## config.mk

```make
export PLATFORM = sky130hd
export DESIGN_NAME = imem_loadable
export DESIGN_NICKNAME = d
export VERILOG_FILES = /design/src/rtl/imem_pkg.sv /design/src/rtl/imem_array.sv /design/src/rtl/imem_loadable.sv
export SDC_FILE = /design/constraint.sdc
export NUM_CORES = 2
export LEC_CHECK = 0
export ABC_AREA = 1
export CELL_PAD_IN_SITES_DETAIL_PLACEMENT = 0
export CELL_PAD_IN_SITES_GLOBAL_PLACEMENT = 2
export CORE_MARGIN = 8
export CORE_UTILIZATION = 38
export CTS_CLUSTER_DIAMETER = 150
export DETAILED_ROUTE_END_ITERATION = 8
export PLACE_DENSITY_LB_ADDON = 0.05
export SYNTH_ARGS = -nofsm -noshare
export SYNTH_HDL_FRONTEND = slang
export SYNTH_SLANG_ARGS = --single-unit
```

## constraint.sdc

```tcl
create_clock -name clk -period 3.15 [get_ports clk]
set_input_delay 0.315 -clock clk [delete_from_list [all_inputs] [get_ports clk]]
set_output_delay 0.315 -clock clk [all_outputs]
set_load 0.02 [all_outputs]
```

## src/rtl/imem_pkg.sv

```systemverilog
// Shared types and constants for the loadable instruction memory.
package imem_pkg;

  // Controller states: self-clear after reset, normal fetch service, program load.
  typedef enum logic [1:0] {
    CLEAR = 2'd0,
    RUN   = 2'd1,
    LOAD  = 2'd2
  } imem_state_e;

  // MIPS NOP (sll $0,$0,0); used as the clear/fault fill value.
  localparam logic [31:0] NOP = 32'h0000_0000;

  // Ceiling log2, used to size the word index from DEPTH.
  function automatic int clog2(input int n);
    int w;
    w = 0;
    for (int i = 0; i < 31; i++) begin
      if ((1 << i) < n) w = i + 1;
    end
    return w;
  endfunction

endpackage

```

## src/rtl/imem_array.sv

```systemverilog
// DEPTH x DATA_W storage with one synchronous write port and one registered read port.
module imem_array
  import imem_pkg::*;
#(
  parameter int DATA_W = 32,
  parameter int DEPTH  = 64,
  parameter int AW     = clog2(DEPTH)
) (
  input  logic              clk,
  input  logic              rst,
  input  logic              we,
  input  logic [AW-1:0]     waddr,
  input  logic [DATA_W-1:0] wdata,
  input  logic              re,
  input  logic [AW-1:0]     raddr,
  output logic [DATA_W-1:0] rdata
);

  logic [DATA_W-1:0] r_mem [DEPTH];
  logic [DATA_W-1:0] r_rdata;

  // Synchronous write of one word.
  // NOTE: the storage array is deliberately not reset; resetting it would turn
  // the RAM into DEPTH*DATA_W flops. The CLEAR pass initialises it instead.
  always_ff @(posedge clk) begin
    if (we) r_mem[waddr] <= wdata;
  end

  // Registered read; output register holds its value while re is low.
  // NOTE: sequential state is always assigned with <= so every flop samples
  // pre-edge values regardless of statement order.
  always_ff @(posedge clk or posedge rst) begin
    if (rst)     r_rdata <= '0;
    else if (re) r_rdata <= r_mem[raddr];
  end

  assign rdata = r_rdata;

endmodule

```

## src/rtl/imem_loadable.sv

```systemverilog
// Loadable instruction memory: self-clearing after reset, streaming program load,
// one-cycle registered fetch with misalignment and range fault flags.
module imem_loadable
  import imem_pkg::*;
#(
  parameter int              DATA_W    = 32,
  parameter int              DEPTH     = 64,
  parameter int              PC_W      = 32,
  parameter logic [DATA_W-1:0] FILL_WORD = DATA_W'(NOP)
) (
  input  logic              clk,
  input  logic              rst,
  input  logic              load_start,
  input  logic              load_valid,
  input  logic [DATA_W-1:0] load_data,
  input  logic              load_last,
  output logic              load_ready,
  output logic              load_done,
  input  logic              fetch_valid,
  input  logic [PC_W-1:0]   fetch_pc,
  output logic              fetch_ready,
  output logic              instr_valid,
  output logic [DATA_W-1:0] instruction,
  output logic              fault_misalign,
  output logic              fault_range
);

  localparam int AW = clog2(DEPTH);
  localparam logic [AW-1:0] LAST_IDX = AW'(DEPTH - 1);

  imem_state_e       r_state, w_state_nxt;
  logic [AW-1:0]     r_ptr, w_ptr_nxt;
  logic              w_we;
  logic [AW-1:0]     w_waddr;
  logic [DATA_W-1:0] w_wdata;
  logic              w_load_end;

  logic              w_fetch_acc;
  logic [PC_W-1:0]   w_word;
  logic              w_misalign;
  logic              w_range;
  logic [DATA_W-1:0] w_rdata;

  logic              r_load_done;
  logic              r_instr_valid;
  logic              r_fault_misalign;
  logic              r_fault_range;
  logic              r_last_fault;

  // State and write-pointer register.
  always_ff @(posedge clk or posedge rst) begin
    if (rst) begin
      r_state <= CLEAR;
      r_ptr   <= '0;
    end else begin
      r_state <= w_state_nxt;
      r_ptr   <= w_ptr_nxt;
    end
  end

  // Next-state, pointer update, write-port control and handshake readies.
  // NOTE: every signal driven here gets a default first, so no path through
  // the case leaves a value unassigned and no latch is inferred.
  always_comb begin
    w_state_nxt = r_state;
    w_ptr_nxt   = r_ptr;
    w_we        = 1'b0;
    w_waddr     = r_ptr;
    w_wdata     = FILL_WORD;
    w_load_end  = 1'b0;
    load_ready  = 1'b0;
    fetch_ready = 1'b0;
    unique case (r_state)
      CLEAR: begin
        w_we = 1'b1;
        if (r_ptr == LAST_IDX) begin
          w_state_nxt = RUN;
          w_ptr_nxt   = '0;
        end else begin
          w_ptr_nxt = r_ptr + 1'b1;
        end
      end
      RUN: begin
        fetch_ready = 1'b1;
        if (load_start) begin
          w_state_nxt = LOAD;
          w_ptr_nxt   = '0;
        end
      end
      LOAD: begin
        load_ready = 1'b1;
        if (load_valid) begin
          w_we    = 1'b1;
          w_wdata = load_data;
          if (load_last || (r_ptr == LAST_IDX)) begin
            w_load_end  = 1'b1;
            w_state_nxt = RUN;
            w_ptr_nxt   = '0;
          end else begin
            w_ptr_nxt = r_ptr + 1'b1;
          end
        end
      end
      default: begin
        w_state_nxt = CLEAR;
        w_ptr_nxt   = '0;
      end
    endcase
  end

  // Fetch decode: range check uses the full word index before truncation.
  assign w_fetch_acc = fetch_valid & fetch_ready;
  assign w_word      = fetch_pc >> 2;
  assign w_misalign  = |fetch_pc[1:0];
  assign w_range     = (w_word >= PC_W'(DEPTH));

  imem_array #(
    .DATA_W (DATA_W),
    .DEPTH  (DEPTH),
    .AW     (AW)
  ) u_array (
    .clk   (clk),
    .rst   (rst),
    .we    (w_we),
    .waddr (w_waddr),
    .wdata (w_wdata),
    .re    (w_fetch_acc),
    .raddr (w_word[AW-1:0]),
    .rdata (w_rdata)
  );

  // Fetch response flags, load-done pulse and the sticky "last fetch faulted" bit
  // that keeps instruction at FILL_WORD until the next accepted fetch.
  always_ff @(posedge clk or posedge rst) begin
    if (rst) begin
      r_load_done      <= 1'b0;
      r_instr_valid    <= 1'b0;
      r_fault_misalign <= 1'b0;
      r_fault_range    <= 1'b0;
      r_last_fault     <= 1'b0;
    end else begin
      r_load_done      <= w_load_end;
      r_instr_valid    <= w_fetch_acc;
      r_fault_misalign <= w_fetch_acc & w_misalign;
      r_fault_range    <= w_fetch_acc & w_range;
      if (w_fetch_acc) r_last_fault <= w_misalign | w_range;
    end
  end

  assign load_done      = r_load_done;
  assign instr_valid    = r_instr_valid;
  assign fault_misalign = r_fault_misalign;
  assign fault_range    = r_fault_range;
  assign instruction    = r_last_fault ? FILL_WORD : w_rdata;

endmodule

```

==> reports/qor.yml <==
die_w_um: 501
pre_cts_slack_ps: 111
synth_area_per_cell_um2: 10.3
cts_tree: "done"
start_util_pct: 38.1
outcome: "completed"
yosysSeqAreaShare_pct: 70.2
cts_buffer_depth: 3
critPathMaxFanout: 4
grt_pass1_wl_mm: 425
synth-edff-count: 2048
syn_nets: 8734
rows: 178
postLayoutCellArea_mm2: 0.105
die_h_um: 501
nNetsFinal: 8998
required_ps: 2830
yosys-top-cells-count: "nand2_1 (2972), edfxtp_1 (2048), inv_1 (1092)"
drv_cap: 0
synth_area_mm2: 0.0892
power_density_mw_per_mm2: 643
finalHoldViolCount: 0
antenna_found_initial: 12
fin_ws_ps: 94.5
grt_pass1_vias: 57800
peakVddDrop_mv: 0.675
clockRootBuffer: "clkbuf_16"
fp.dieArea_mm2: 0.251
dp_cells: 11800
finalWirelength_mm: 296
p_total_mw: 67.7
clock_latency_ps: 870
yosys-top-cells-area: "edfxtp_1 (69%), nand2_1 (13%), nand3_1 (5.1%), inv_1 (4.6%), nor2_1 (3.5%)"
fmax_mhz: 327
drv_slew: 0
crit_path_start_kind: "flop"
synthDistinctLibCells: 26
area_growth_pct: 18.1
overflow: 0
yosys.area.top_type: "edfxtp_1"
viasPerCell: 4.87
cts.sinks: 2093
dr_total_vias: 59800
synth_top_flop_cell: "edfxtp_1"
rsz0062_at_grt: "false"
endpoint_kind: "output port"
fill_cells: 22100
syn-instance-count: 8663
max_slew.worst_pin.slew_ps: 1040
portBuffers: 107
layout.cells.non_filler: 12300
p_leak_nw: 43.2
synthArstFlopShare_pct: 2.15
grt_start_max_net_pins: 115
synth_seq_cells: 2093
drive_gt1_share_pct: 9.00
synth_most_common_cell: "nand2_1"
core_mm2: 0.234
skew_ps: 22.7
cts_setup_buffers: 0
drt_iter0_drc: 4785
arrival_ps: 2740
path_clk_slew_ps: 60
io_pins: 108
grt_util_all_layers_pct: 23.2
first_pass_iters: 6
wl_per_cell_um: 24.1
htreeDepth: 4
period_minus_slack_ps: 3060
route.detailed.drc: 0
place_congestion: 0.806
place_hpwl_mm: 172
hold_path_class: "in -> reg"
yosysWarnings: 0
yosysTopAreaCellShare_pct: 68.9
ant_nets: 0
finalCritPeriodShare_pct: 97.0
crit_type: "reg -> out"
setup_viol: 0
place_area_mm2: 0.0977
numCtsBuffers: 232
relSlewSlack_pct: 30.7
[what timing repair did]
action / CTS / global route
gates resized for setup: 1 / 0
endpoints found under the hold margin: 8 / 0
hold buffers: 3 / 0
setup endpoints to repair: 21 / 0
[cell type report]
cell class | instances | area (µm²) | area share, %
diodes | 9 | 22.5 | 0.0214
clock buffers | 300 | 6200 | 5.89
clock inverters | 134 | 1350 | 1.28
inverters | 1097 | 4140 | 3.93
multi-input cells | 5029 | 21200 | 20.2
flip-flops and latches | 2093 | 62600 | 59.5
well taps | 3150 | 3940 | 3.74
repair buffers | 474 | 5810 | 5.52
[sequential cells by signal, summed over array words and instances (netlist names), 2 cells and up]
signal / count
u_array.r_mem: 2048
u_array.rdata: 32
r_ptr: 6
r_state: 2
[power breakdown]
| group | total [mW] | internal, mW | switching (mW) | leakage (nW) |
|---|---|---|---|---|
| clock network | 27.1 | 15.7 | 11.4 | 3.70 |
| logic | 8.42 | 2.28 | 6.14 | 20.0 |
| registers | 32.1 | 31.9 | 0.253 | 19.5 |
| total | 67.7 | 49.9 | 17.8 | 43.2 |
[kinds of logic (layout without fill, tap and decap cells)]
group	after synthesis	after routing	share of synthesized area [%]
flip-flops	2093	2093	70.2
other	0	9	0
buffers and inverters	1541	2005	6.86
AND/OR/NAND/NOR	4743	4743	21.3
XOR/XNOR	1	1	0.00982
adder cells (fa/ha/maj)	1	1	0.0140
AO/OA/AOI/OAI	284	284	1.62
[worst max-delay path: stages, from the launching register on]
cell	delay [ps]
dfrtp_1	460
nor2_1	640
clkdlybuf4s50_1	760
[per-layer routing]
| layer | GRT usage [%] | vias up | wire [µm] |
|---|---|---|---|
| li1 | - | 28600 | - |
| met1 | 31.6 | 29600 | 131000 |
| met2 | 39.6 | 1288 | 145000 |
| met3 | 2.73 | 327 | 12400 |
| met4 | 6.19 | 0 | 7870 |
| met5 | 0 | - | 0 |
[placed cells by master (no fill, tap or decap), types with 2 or more instances in the layout]
cell type	count
nand2_1	2971
buf_2	2
inv_16	4
buf_4	206
o21ai_0	212
buf_12	158
dlygate4sd3_1	3
a21oi_1	38
clkbuf_8	10
clkinvlp_4	7
diode_2	9
or2_2	5
nor4_1	7
inv_6	5
clkdlybuf4s50_1	101
buf_6	2
clkbuf_16	234
inv_1	1091
inv_8	2
edfxtp_1	2048
nor2_1	736
clkinv_2	52
nand3_1	911
clkinv_1	41
dfrtp_1	44
clkbuf_1	56
clkinv_8	5
nand4_1	8
bufinv_16	23
buf_8	2
o21ai_1	26
o211ai_1	8
nor2_4	100
[final timing paths]
path                                              start                         endpoint  slack (ps)  depth (start not counted)
max                              r_state[1]$_DFFE_PP0P_                      fetch_ready          90                          2
min                                         fetch_valid            instr_valid$_DFF_PP0_         130                          3
max reg2reg                      r_state[0]$_DFFE_PP0P_  u_array.r_mem[57][16]$_DFFE_PP_         420                         10
min reg2reg                u_array.rdata[4]$_DFFE_PP0P_     u_array.rdata[4]$_DFFE_PP0P_         570                          4
max in group asynchronous                           rst     u_array.rdata[3]$_DFFE_PP0P_        2040                          4
min in group asynchronous                           rst    u_array.rdata[21]$_DFFE_PP0P_         280                          3
[through the flow]
step           TNS, ps  utilization [%]  hold WS [ps]
5_1_grt              0             44.9          87.0
3_5_place_dp         0             41.7           558
4_1_cts              0             44.9          43.3
6_report             0             45.0           129
3_3_place_gp         0             41.7           556
2_1_floorplan  -132290                -           452
Note: power is estimated with default switching activity, not from simulation.
